`src/rtl/halfAdderGL.sv`:
```
// rtl/halfAdderGL.sv - gate-level half adder used as the serial full-adder building block
module halfAdderGL (
  input  logic a_i,
  input  logic b_i,
  output logic s_o,
  output logic c_o
);

  xor g_sum   (s_o, a_i, b_i);
  and g_carry (c_o, a_i, b_i);

endmodule

```
`src/rtl/serial_add_seq.sv`:
```
// rtl/serial_add_seq.sv - bit-serial adder sequencer, LSB first, one bit pair per clock
module serial_add_seq #(
  parameter int WIDTH = 8
) (
  input  logic             clk,
  input  logic             rst_n,
  input  logic             start,
  input  logic [WIDTH-1:0] op_a,
  input  logic [WIDTH-1:0] op_b,
  output logic             busy,
  output logic             done,
  output logic [WIDTH-1:0] sum,
  output logic             cout
);

  localparam int CW = $clog2(WIDTH);
  localparam logic [CW-1:0] LAST_BIT = CW'(WIDTH - 1);

  typedef enum logic [1:0] {IDLE, SHIFT, DONE} state_t;

  state_t           state_q, state_d;
  logic [WIDTH-1:0] a_sh_q, a_sh_d;
  logic [WIDTH-1:0] b_sh_q, b_sh_d;
  logic [WIDTH-1:0] sum_sh_q, sum_sh_d;
  logic [WIDTH-1:0] sum_q, sum_d;
  logic             carry_q, carry_d;
  logic             cout_q, cout_d;
  logic [CW-1:0]    cnt_q, cnt_d;

  logic s1, c1, fa_s, c2, fa_cout;

  halfAdderGL u_ha1 (.a_i(a_sh_q[0]), .b_i(b_sh_q[0]), .s_o(s1),   .c_o(c1));
  halfAdderGL u_ha2 (.a_i(s1),        .b_i(carry_q),   .s_o(fa_s), .c_o(c2));
  assign fa_cout = c1 | c2;

  always_ff @(posedge clk or negedge rst_n) begin
    if (!rst_n) begin
      state_q  <= IDLE;
      a_sh_q   <= '0;
      b_sh_q   <= '0;
      sum_sh_q <= '0;
      sum_q    <= '0;
      carry_q  <= 1'b0;
      cout_q   <= 1'b0;
      cnt_q    <= '0;
    end else begin
      state_q  <= state_d;
      a_sh_q   <= a_sh_d;
      b_sh_q   <= b_sh_d;
      sum_sh_q <= sum_sh_d;
      sum_q    <= sum_d;
      carry_q  <= carry_d;
      cout_q   <= cout_d;
      cnt_q    <= cnt_d;
    end
  end

  always_comb begin
    state_d  = state_q;
    a_sh_d   = a_sh_q;
    b_sh_d   = b_sh_q;
    sum_sh_d = sum_sh_q;
    sum_d    = sum_q;
    carry_d  = carry_q;
    cout_d   = cout_q;
    cnt_d    = cnt_q;
    case (state_q)
      IDLE: begin
        if (start) begin
          a_sh_d  = op_a;
          b_sh_d  = op_b;
          carry_d = 1'b0;
          cnt_d   = '0;
          state_d = SHIFT;
        end
      end
      SHIFT: begin
        sum_sh_d = {fa_s, sum_sh_q[WIDTH-1:1]};
        a_sh_d   = {1'b0, a_sh_q[WIDTH-1:1]};
        b_sh_d   = {1'b0, b_sh_q[WIDTH-1:1]};
        carry_d  = fa_cout;
        cnt_d    = cnt_q + 1'b1;
        // Visible result only moves on the final bit so sum/cout never show partial values.
        if (cnt_q == LAST_BIT) begin
          sum_d   = sum_sh_d;
          cout_d  = fa_cout;
          state_d = DONE;
        end
      end
      DONE:    state_d = IDLE;
      default: state_d = IDLE;
    endcase
  end

  assign busy = (state_q != IDLE);
  assign done = (state_q == DONE);
  assign sum  = sum_q;
  assign cout = cout_q;

endmodule

```
`config.mk`:
```
export PLATFORM = sky130hd
export DESIGN_NAME = serial_add_seq
export DESIGN_NICKNAME = d
export VERILOG_FILES = /design/src/rtl/halfAdderGL.sv /design/src/rtl/serial_add_seq.sv
export SDC_FILE = /design/constraint.sdc
export NUM_CORES = 1
export LEC_CHECK = 0
export BUFFER_PORTS_ARGS = -buffer_cell sky130_fd_sc_hd__buf_2
export CAP_MARGIN = 20
export CELL_PAD_IN_SITES_DETAIL_PLACEMENT = 0
export CELL_PAD_IN_SITES_GLOBAL_PLACEMENT = 1
export CORE_UTILIZATION = 44
export DETAILED_ROUTE_END_ITERATION = 7
export PLACE_DENSITY = 0.8
export SYNTH_ARGS = -nofsm -noshare
export SYNTH_HDL_FRONTEND = slang
export SYNTH_HIERARCHICAL = 1
export SYNTH_SLANG_ARGS = --single-unit
```
`constraint.sdc`:
```
create_clock -name clk -period 1.9 [get_ports clk]
set_input_delay 0 -clock clk [delete_from_list [all_inputs] [get_ports clk]]
set_output_delay 0 -clock clk [all_outputs]
set_load 0.02 [all_outputs]
```
# After elaboration in Yosys (flattened, before gate mapping)

Cells that the tools add are included.

Add/subtract/negate cells: 1
Eq/ne operators: 5
Muxes and demuxes: 11
Bitwise gates (word level): 5
Reduce and logical (&&, ||, !) cells: 6

Operator list:

| operator            | number |
|---|---|
| $pmux 8 s2          | 2 |
| $mux 8              | 2 |
| $pmux 3 s2          | 1 |
| $reduce_and 2->1    | 3 |
| $mux 2              | 2 |
| $ne 2x2->1 const B  | 2 |
| $pmux 2 s2          | 1 |
| $reduce_bool 2->1   | 2 |
| $add 3x1->3 const B | 1 |
| $eq 3x3->1 const B  | 1 |
| $mux 3              | 1 |
| $and 1x1->1         | 2 |
| $eq 2x1->1 const B  | 1 |
| $eq 2x2->1 const B  | 1 |
| $logic_not 2->1     | 1 |
| $pmux 1 s2          | 1 |
| $xor 1x1->1         | 2 |
| $mux 1              | 1 |
| $or 1x1->1          | 1 |

Flip-flop bits (word level): 39
Input port bits: 19
Output and inout port bits: 11
Word-level logic and storage cells: 36

# Logic depth before layout (Yosys ltp)

Gate-level depths: netlist of run 1.

Depth in word-level cells: 4
Depth in mapped cells: 5
Gate-level depth less buffers: 4

# Hierarchy

Netlist of run 1, hierarchy kept.

Modules (own cells, without submodules):

| module         | instances | cells each | area each (µm²) | seq. area each (µm²) |
|---|---|---|---|---|
| serial_add_seq | 1         | 134        | 1724.2          | 950.9 |
| halfAdderGL    | 2         | 1          | 12.5            | 0.0 |

# Worst setup path after synthesis of run 1

No wires, ideal clock.

Kind: flip-flop to flip-flop
Start: register cnt_q[0]
End: register sum_q[0], in the netlist sum[0]
Setup time: 0.125 ns
Arrival time: 1.353 ns
Data required time: 1.775 ns
Path slack: 0.423 ns
Cell stages (with the launch flop): 6
Path buffers: 1
Period minus slack after synthesis: 1.477 ns
Cells stage by stage: dfrtp_1 > ha_1 > ha_1 > nand3b_1 > buf_2 > mux2_2

Cells in the longest elaborated chain, start to end: 2

RTL lines:

| what                       | line                 | RTL |
|---|---|---|
| start: declaration         | serial_add_seq.sv:28 | `logic [CW-1:0] cnt_q, cnt_d;` |
| start signal: assignment   | serial_add_seq.sv:54 | `cnt_q <= cnt_d;` |
| $eq 3x3->1                 | serial_add_seq.sv:84 | `if (cnt_q == LAST_BIT) begin` |
| $reduce_and 2->1 (no line) | -                    |  |
| end signal: assignment     | serial_add_seq.sv:51 | `sum_q <= sum_d;` |
| end: declaration           | serial_add_seq.sv:25 | `logic [WIDTH-1:0] sum_q, sum_d;` |

Every way passes these cells.
A chain may end at the register's enable or synchronous reset.

# Worst setup path after layout of run 1

Start: register state_q[0]
End: register sum_q[6], in the netlist sum[6]

Cells in the longest elaborated chain, start to end: 2

RTL lines:

| what                       | line                 | RTL |
|---|---|---|
| start: declaration         | serial_add_seq.sv:21 | `state_t state_q, state_d;` |
| start signal: assignment   | serial_add_seq.sv:47 | `state_q <= state_d;` |
| $eq 2x1->1                 | serial_add_seq.sv:67 | `case (state_q)` |
| $reduce_and 2->1 (no line) | -                    |  |

Every way passes these cells.

==> impl_metrics.yaml, run 1 <==
logic_synthesis:
  synth_edf_count: 0
  synth_warnings: 6
  yosysMostFrequentCell: "dfrtp_1"
  synth_ff_type: "dfrtp_1"
  yosys.area.top_type_share: 0.544
  synth_cell_types: 27
  synth.area.top_cells: "dfrtp_1, mux2_2, nor4b_1, nor3b_1, o221a_2"
  syn_area_um2: 1750
  synth-seq-cells: 38
  synth_commonest_cells: "dfrtp_1, mux2_2, inv_1"
  synth_nets: 159
  synthArstFlopShare: 1.00
  post_synth.cell_area_avg_um2: 12.9
  synth_area_leader_cell: "dfrtp_1"
  seq_area_frac_synth: 0.544
  synthCells: 136
drt:
  drc_errors: 0
  vias_per_cell: 5.50
  drt_pass1_iterations: 4
  avgRoutedWirePerCell_um: 15.0
  vias: 1200
  drt_iter0_drc: 66
  wirelength_mm: 3.27
  drtAntennaViolNets: 0
pwr:
  max-vdd-ir-drop_mv: 0.770
  leakagePower_nw: 0.985
  switching_share: 0.325
  power_frac_clock: 0.230
  comb_power_share: 0.366
  p_int_w: 0.00247
  p_per_area_nw_per_um2: 1740
  power_switching_w: 0.00119
  p_seq_frac: 0.403
clocking:
  cts.path.max_buffers: 2
  clk_latency_ns: 0.29
  cts.repair.resized: 0
  clk_pin_slew_ns: 0.07
  cts_max_level: 2
  numCtsBuffers: 5
  ctsRootBufferMaster: "clkbuf_8"
  cts_tree: "done"
  cts.sinks: 38
layout:
  antenna_cells: 0
  finish.instance_area_um2: 2100
  fin_nets: 192
  drive_gt1_frac: 0.388
  syn2layout_area_growth_pct: 20.0
timing:
  tightest_slew_ns: 0.806
  setup_viol: 0
  fin_setup_tns_ns: 0
  fin_crit_ns: 1.72
  max_freq_mhz: 581
  timing.final.crit_share: 0.906
  max-slew-margin-rel: 0.463
  hold_violations: 0
  worst_clock_skew_ns: 0.00428
  rsz0062_at_grt: "false"
  drv_slew: 0
global_route:
  grt_pass1_wl_mm: 5.43
  grt_pass1_vias: 1150
  antenna_found_initial: 0
  grt_usage: 0.176
  grt_max_degree: 39
  overflow: 0
status:
  run_status: "complete, no violations"
placed_design:
  gp_congestion: 0.717
  portBuffers: 29
  dpl.hpwl_mm: 2.21
  place_area_um2: 1950
floorplanning:
  dieArea_um2: 4230
  die_x_um: 65.1
  die_h_um: 65.1
  core-area_um2: 3740
  rows: 22
  start_util: 0.467
  io_pins: 30
worst_setup_path:
  reg2regPathDepth: 2
  end_kind: "flop"
  cp.arrival_ns: 1.90
  cp-start-kind: "flop"
  cp.required_ns: 2.08
  rr_startpoint: "state_q[0]$_DFFE_PN0P_"
  rrSetupSlack_ns: 0.18
  crit_start: "state_q[0]$_DFFE_PN0P_"
  worstPathMaxFanout: 22
  regToRegEndpoint: "sum[6]$_DFFE_PN0P_"
  worst-setup-path-type: "flop to flop"
worst_hold_path:
  hp-class: "input port to flop"
  hp-start: "op_a[6]"
  worst_hold_path.num_cells: 3
  holdPathEnd: "a_sh_q[6]$_DFFE_PN0P_"
run:
  cap_viol_max_count: 0
-- worst max-delay path: stages (launching register included) --
cell and delay (ns):
dfrtp_1 0.71, nand3b_1 0.48, mux2_2 0.42
-- state kept, by name, summed over array words and instances, names as in the netlist --
| signal | count |
|---|---|
| b_sh_q | 8 |
| cnt_q | 3 |
| sum_sh_q | 7 |
| sum | 8 |
| state_q | 2 |
| a_sh_q | 8 |
| carry_q | 1 |
| cout | 1 |
-- per-stage QoR --
stage	total power (W)	std cells	hold slack [ns]	setup slack [ns]	utilization
2_1_floorplan	0.00243	136	-0.296	0.423	-
3_3_place_gp	0.00276	209	0.135	0.204	0.520
3_5_place_dp	0.00284	209	0.148	0.129	0.520
4_1_cts	0.00370	218	0.0561	0.121	0.561
5_1_grt	0.00391	218	0.0650	0.0184	0.561
6_report	0.00366	218	0.0643	0.178	0.561
-- power by group through the flow --
stage / clock [W] / sequential, W / combinational [W]
final: 0.000842 / 0.00147 / 0.00134
after global routing: 0.000892 / 0.00153 / 0.00149
after CTS: 0.000865 / 0.00147 / 0.00136
after detailed placement: 0 / 0.00149 / 0.00135
after global placement: 0 / 0.00146 / 0.00130
after floorplan: 0 / 0.00151 / 0.000928
-- worst max path at each step --
stage	endpoint	cells after the start
6_report	sum[6]$_DFFE_PN0P_	2
5_1_grt	sum[5]$_DFFE_PN0P_	2
4_1_cts	sum[1]$_DFFE_PN0P_	2
3_5_place_dp	sum[6]$_DFFE_PN0P_	2
3_3_place_gp	sum[0]$_DFFE_PN0P_	2
2_1_floorplan	sum[0]$_DFFE_PN0P_	5
-- cells by family after synthesis --
kind of cell / synth area share
adder cells (fa/ha/maj): 0.0286
AND/OR/NAND/NOR: 0.152
buffers and inverters: 0.0579
flip-flops: 0.544
multiplexers: 0.108
AO/OA/AOI/OAI: 0.110
-- layout make-up --
class                           instances  area (um2)
Clock buffer                            6        82.6
Clock inverter                          2        60.1
Fill cell                             341        1640
Inverter                               11        41.3
Multi-Input combinational cell         76         697
Sequential cell                        38         951
Tap cell                               48        60.1
Timing Repair Buffer                   37         208
-- timing repair --
item | in CTS | in global routing
buffers inserted | 0 | 0
hold buffers | 1 | 0
endpoints found under the hold margin | 38 | 0
setup endpoints to repair | 0 | 6
-- cells in the final DEF, fill, tap and decap left out --
cell / Yosys / routed
a22o_1: 2 / 2
bufinv_16: 0 / 2
clkbuf_8: 0 / 6
nor2_1: 1 / 1
nor4bb_1: 2 / 2
o21bai_1: 1 / 1
mux2i_1: 2 / 2
a21oi_1: 1 / 1
o21ba_2: 1 / 1
dlygate4sd3_1: 0 / 1
a211o_1: 2 / 2
buf_2: 6 / 29
a221oi_1: 2 / 2
dfrtp_1: 38 / 38
inv_1: 11 / 11
buf_4: 1 / 7
nand3b_1: 1 / 1
nor2b_1: 2 / 2
mux2_2: 15 / 15
o221a_2: 5 / 5
o2bb2ai_1: 1 / 1
a211oi_1: 7 / 7
nand2b_1: 3 / 3
ha_1: 4 / 4
or4b_1: 5 / 5
or2_2: 1 / 1
nor4b_1: 9 / 9
nor3b_1: 9 / 9
-- metal layers --
layer  GRT usage  vias to the layer above  share of wire
met5           0                        -              0
met3      0.0634                        6          0.046
met4      0.0734                        0          0.017
met2       0.260                       24           0.46
li1            -                      568              -
met1       0.234                      602           0.47
Note: power is estimated with default switching activity, not from simulation.
==> run 2: changes to the inputs <==
--- a/config.mk
+++ b/config.mk
@@ -5,13 +5,14 @@
 export SDC_FILE = /design/constraint.sdc
 export NUM_CORES = 1
 export LEC_CHECK = 0
+export ABC_CLOCK_PERIOD_IN_PS = 2000
 export BUFFER_PORTS_ARGS = -buffer_cell sky130_fd_sc_hd__buf_2
 export CAP_MARGIN = 20
 export CELL_PAD_IN_SITES_DETAIL_PLACEMENT = 0
 export CELL_PAD_IN_SITES_GLOBAL_PLACEMENT = 1
-export CORE_UTILIZATION = 44
+export CORE_UTILIZATION = 47
 export DETAILED_ROUTE_END_ITERATION = 7
-export PLACE_DENSITY = 0.8
+export PLACE_DENSITY = 0.84
 export SYNTH_ARGS = -nofsm -noshare
 export SYNTH_HDL_FRONTEND = slang
 export SYNTH_HIERARCHICAL = 1
==> constraint.sdc (replaced) <==
create_clock -name clk -period 2 [get_ports clk]
set_input_delay 0 -clock clk [delete_from_list [all_inputs] [get_ports clk]]
set_output_delay 0 -clock clk [all_outputs]
set_load 0.02 [all_outputs]
==> impl_metrics.yaml, run 2 (synthesis gave the netlist of run 1 again) <==
global_route:
  grt_pass1_wl_mm: 5.63
  overflow: 0
  use_met2: 0.289
  met1_usage: 0.245
  antenna_found_initial: 0
  top_usage_layer: "met2"
  grt_pass1_vias: 1253
  grt_util_met3: 0.0547
  grt_max_degree: 39
  grt_usage: 0.189
layout:
  fin_nets: 189
  finish.instance_area_um2: 2020
  multi_input_comb_area_um2: 697
  layout_commonest_cell: "dfrtp_1"
  register_area_um2: 951
  final_cell_mix: "dfrtp_1, buf_2, mux2_2"
  fillers: 305
  fin_util: 0.588
  syn2layout_area_growth_pct: 15.7
  antenna_cells: 0
  drive_gt1_frac: 0.371
worst_setup_path:
  cp.arrival_ns: 1.87
  cp-start-kind: "flop"
  crit_path_cell_trace: "ha_1 > ha_1 > nand3b_1 > mux2_2"
  slowest_stage: "dfrtp_1"
  cp.required_ns: 2.17
  reg2regPathDepth: 4
  regToRegEndpoint: "sum[7]$_DFFE_PN0P_"
  critPathMaxStageDelay_ns: 0.40
  worst-setup-path-type: "flop to flop"
  rr_startpoint: "cnt_q[0]$_DFFE_PN0P_"
  crit_top_cell: "ha_1"
  end_kind: "flop"
  worstPathMaxFanout: 10
  rrSetupSlack_ns: 0.30
timing:
  max_freq_mhz: 589
  fin_setup_tns_ns: 0
  drv_slew: 0
  hold_violations: 0
  fin_crit_ns: 1.70
  max-slew-margin-rel: 0.456
  setup_viol: 0
  worst_clock_skew_ns: 0.00696
  rsz0062_at_grt: "false"
  timing.final.crit_share: 0.849
  post-route-worst-setup-slack_ns: 0.301
  tightest_slew_ns: 0.816
worst_hold_path:
  hp-start: "op_b[4]"
  worst_hold_path.num_cells: 3
  holdPathEnd: "b_sh_q[4]$_DFFE_PN0P_"
  hp-class: "input port to flop"
clocking:
  cts_tree: "done"
  cts.path.max_buffers: 2
  ctsRootBufferMaster: "clkbuf_8"
  cts.repair.resized: 0
  numCtsBuffers: 5
  cts_max_level: 2
  clk_pin_slew_ns: 0.07
  cts.sinks: 38
  clk_latency_ns: 0.29
drt:
  vias_per_cell: 5.46
  vias: 1164
  drtAntennaViolNets: 0
  drt_pass1_iterations: 4
  drc_errors: 0
  avgRoutedWirePerCell_um: 15.1
  wirelength_mm: 3.23
  drt_iter0_drc: 40
floorplanning:
  io_pins: 30
  start_util: 0.508
  die_x_um: 63.0
  core-area_um2: 3440
  die_h_um: 63.0
  rows: 21
  dieArea_um2: 3970
placed_design:
  dp_slack_ns: 0.316
  place_area_um2: 1920
  gp_congestion: 0.744
  portBuffers: 29
  dpl.hpwl_mm: 2.16
run:
  cap_viol_max_count: 0
pwr:
  finalPower_w: 0.00319
  max-vdd-ir-drop_mv: 0.596
  leakagePower_nw: 0.947
  p_per_area_nw_per_um2: 1570
status:
  run_status: "complete, no violations"
-- run 2: cell count changes in the layout (fill, tap and decap cells not counted) --
cell	before	now
clkbuf_1	0	1
buf_4	7	4
bufinv_16	2	0
clkinv_2	0	1
-- run 2: power by group --
| group | internal [W] | switching [W] |
|---|---|---|
| Sequential | 0.00114 | 0.000234 |
| Clock | 0.000278 | 0.000260 |
| Combinational | 0.000643 | 0.000626 |
-- run 2: per-stage QoR --
stage,instances,hold WS [ns]
3_3_place_gp,204,0.124
4_1_cts,213,0.0557
6_report,213,0.0546
2_1_floorplan,136,-0.296
5_1_grt,213,0.0660
3_5_place_dp,204,0.148
-- run 2: critical path: cells and delay by family (launching register included) --
family                   cells  cell delay [ns]
multiplexers                 1             0.40
AND/OR/NAND/NOR              1             0.38
flip-flops                   1             0.40
adder cells (fa/ha/maj)      2             0.40
-- run 2: routing by layer --
metal  routed length, um  vias to the layer above
met4                  54                        0
met3                 130                        8
met2                1500                       25
li1                    -                      561
met1                1540                      570
met5                   0                        -
-- run 2: what timing repair did --
| item | 4_1_cts | 5_1_grt |
|---|---|---|
| buffers inserted | 0 | 0 |
| hold buffers | 1 | 0 |
| hold endpoints to repair | 38 | 0 |
-- run 2: area by class of cell --
class                   count  share of cell area
flip-flops and latches     38               0.470
multi-input cells          76               0.344
well taps                  46              0.0284
inverters                  11              0.0204
clock inverters             1             0.00247
repair buffers             34              0.0915
clock buffers               7              0.0427
-- run 2: worst max-delay path by stage --
stage / cells after the start / from / endpoint
floorplan: 5 / cnt_q[0]$_DFFE_PN0P_ / sum[0]$_DFFE_PN0P_
CTS: 4 / cnt_q[0]$_DFFE_PN0P_ / sum[7]$_DFFE_PN0P_
detailed placement: 4 / cnt_q[0]$_DFFE_PN0P_ / sum[1]$_DFFE_PN0P_
global route: 4 / cnt_q[0]$_DFFE_PN0P_ / sum[6]$_DFFE_PN0P_
finish: 4 / cnt_q[0]$_DFFE_PN0P_ / sum[7]$_DFFE_PN0P_
global placement: 4 / cnt_q[0]$_DFFE_PN0P_ / sum[7]$_DFFE_PN0P_
==> run 3: changes to the inputs <==
--- a/config.mk
+++ b/config.mk
@@ -5,14 +5,15 @@
 export SDC_FILE = /design/constraint.sdc
 export NUM_CORES = 1
 export LEC_CHECK = 0
-export ABC_CLOCK_PERIOD_IN_PS = 2000
+export ABC_AREA = 1
+export ABC_CLOCK_PERIOD_IN_PS = 1600
 export BUFFER_PORTS_ARGS = -buffer_cell sky130_fd_sc_hd__buf_2
 export CAP_MARGIN = 20
 export CELL_PAD_IN_SITES_DETAIL_PLACEMENT = 0
 export CELL_PAD_IN_SITES_GLOBAL_PLACEMENT = 1
-export CORE_UTILIZATION = 47
+export CORE_UTILIZATION = 41
 export DETAILED_ROUTE_END_ITERATION = 7
-export PLACE_DENSITY = 0.84
+export PLACE_DENSITY = 0.8
 export SYNTH_ARGS = -nofsm -noshare
 export SYNTH_HDL_FRONTEND = slang
 export SYNTH_HIERARCHICAL = 1
==> constraint.sdc (replaced) <==
create_clock -name clk -period 1.6 [get_ports clk]
set_input_delay 0 -clock clk [delete_from_list [all_inputs] [get_ports clk]]
set_output_delay 0 -clock clk [all_outputs]
set_load 0.02 [all_outputs]
==> impl_metrics.yaml, run 3 <==
worst_setup_path:
  reg2regPathDepth: 6
  cp.arrival_ns: 1.52
  cp.required_ns: 1.78
  end_kind: "flop"
  cp-start-kind: "flop"
  worstPathMaxFanout: 18
  worst-setup-path-type: "flop to flop"
logic_synthesis:
  synth_edf_count: 0
  synth_area_leader_cell: "dfrtp_1"
  synth_commonest_cells: "nand2_1, dfrtp_1, inv_1"
  synth_warnings: 6
  yosys.area.top_type_share: 0.531
  synthCells: 217
  post_synth.cell_area_avg_um2: 8.25
  synth-seq-cells: 38
  synth_cell_types: 17
  seq_area_frac_synth: 0.531
  synthArstFlopShare: 1.00
  synth.area.top_cells: "dfrtp_1, nand2_1, inv_1, nand3_1, o21ai_2"
  synth_nets: 240
  yosysMostFrequentCell: "nand2_1"
  synth_ff_type: "dfrtp_1"
  syn_area_um2: 1790
pwr:
  p_per_area_nw_per_um2: 1920
  leakagePower_nw: 1.21
  finalPower_w: 0.00405
  max-vdd-ir-drop_mv: 0.882
drt:
  vias_per_cell: 4.48
  drtAntennaViolNets: 0
  avgRoutedWirePerCell_um: 10.4
  drt_pass1_iterations: 4
  vias: 1363
  drc_errors: 0
  wirelength_mm: 3.17
  drt_iter0_drc: 48
layout:
  antenna_cells: 0
  fin_nets: 276
  drive_gt1_frac: 0.213
  layout_commonest_cell: "nand2_1"
  multi_input_comb_area_um2: 636
  finish.instance_area_um2: 2110
  register_area_um2: 951
  final_cell_mix: "nand2_1, dfrtp_1, inv_1"
  syn2layout_area_growth_pct: 18.1
  fillers: 429
floorplanning:
  core-area_um2: 4090
  rows: 23
  die_h_um: 68.1
  start_util: 0.438
  io_pins: 30
  dieArea_um2: 4630
  die_x_um: 68.1
placed_design:
  place_area_um2: 1980
  dp_slack_ns: 0.258
  dpl.hpwl_mm: 2.17
  portBuffers: 29
  gp_congestion: 0.710
global_route:
  grt_max_degree: 39
  grt_pass1_vias: 1263
  antenna_found_initial: 0
  grt_pass1_wl_mm: 5.47
  grt_usage: 0.162
  overflow: 0
status:
  run_status: "complete, no violations"
timing:
  setup_viol: 0
  worst_clock_skew_ns: 0.00807
  post-route-worst-setup-slack_ns: 0.261
  tightest_slew_ns: 0.468
  hold_violations: 0
  timing.final.crit_share: 0.837
  max_freq_mhz: 747
  rsz0062_at_grt: "false"
  max-slew-margin-rel: 0.688
  fin_crit_ns: 1.34
  fin_setup_tns_ns: 0
  drv_slew: 0
run:
  cap_viol_max_count: 0
worst_hold_path:
  worst_hold_path.num_cells: 5
  hp-class: "input port to flop"
clocking:
  cts_tree: "done"
  numCtsBuffers: 5
  cts.path.max_buffers: 2
  cts.sinks: 38
  clk_pin_slew_ns: 0.07
  ctsRootBufferMaster: "clkbuf_8"
  clk_latency_ns: 0.28
  cts.repair.resized: 0
  cts_setup_buffers: 0
  cts_max_level: 2
-- run 3: layout make-up --
class	instances	share of cell area
tap	50	0.0296
timing repair buffer	37	0.101
inverter	38	0.0687
multi-input combinational	133	0.301
sequential	38	0.450
clock buffer	7	0.0361
clock inverter	1	0.0142
-- run 3: repair_timing --
action | CTS | global route
endpoints found under the setup margin | 0 | 0
hold buffers | 3 | 0
endpoints found under the hold margin | 40 | 0
-- run 3: final timing paths --
kind | from | endpoint | slack (ns)
max in group asynchronous | rst_n | a_sh_q[4]$_DFFE_PN0P_ | 0.97
worst min-delay path | op_b[4] | b_sh_q[4]$_DFFE_PN0P_ | 0.03
worst max-delay path | cnt_q[0]$_DFFE_PN0P_ | sum[1]$_DFFE_PN0P_ | 0.26
min in group asynchronous | rst_n | sum_sh_q[5]$_DFFE_PN0P_ | 0.30
worst max register to register | cnt_q[0]$_DFFE_PN0P_ | sum[1]$_DFFE_PN0P_ | 0.26
worst min register to register | cnt_q[0]$_DFFE_PN0P_ | cnt_q[0]$_DFFE_PN0P_ | 0.48
-- run 3: cell families after synthesis --
logic type,after synthesis,share of synthesized area
buffers and inverters,46,0.113
AND/OR/NAND/NOR,108,0.252
AO/OA/AOI/OAI,21,0.0755
flip-flops,38,0.531
adder cells (fa/ha/maj),4,0.0280
-- run 3: worst max-delay path: stages (launching register included) --
cell and delay [ns]:
dfrtp_1 0.40, ha_1 0.21, ha_1 0.22, nand2_4 0.22
inv_1 0.08, nand2_1 0.06, nand2_1 0.04
-- run 3: power by group --
part	total (W)	leakage, nW	internal (W)	switching [W]
Combinational	0.00164	0.679	0.000604	0.00104
Sequential	0.00163	0.474	0.00139	0.000233
Clock	0.000784	0.0524	0.000466	0.000318
Total	0.00405	1.21	0.00246	0.00159
-- run 3: routing by layer --
| layer | vias up | global-route usage | share of wire |
|---|---|---|---|
| li1 | 721 | - | - |
| met1 | 615 | 0.211 | 0.50 |
| met2 | 19 | 0.256 | 0.45 |
| met3 | 8 | 0.0450 | 0.033 |
| met4 | 0 | 0.0625 | 0.014 |
| met5 | - | 0 | 0 |
-- run 3: metrics by stage --
step | hold slack [ns] | std cells | util
after CTS | 0.0258 | 304 | 0.517
after global placement | 0.0775 | 293 | 0.484
final | 0.0251 | 304 | 0.517
after detailed placement | 0.0768 | 293 | 0.484
after global routing | 0.0416 | 304 | 0.517
after floorplan | -0.296 | 217 | -
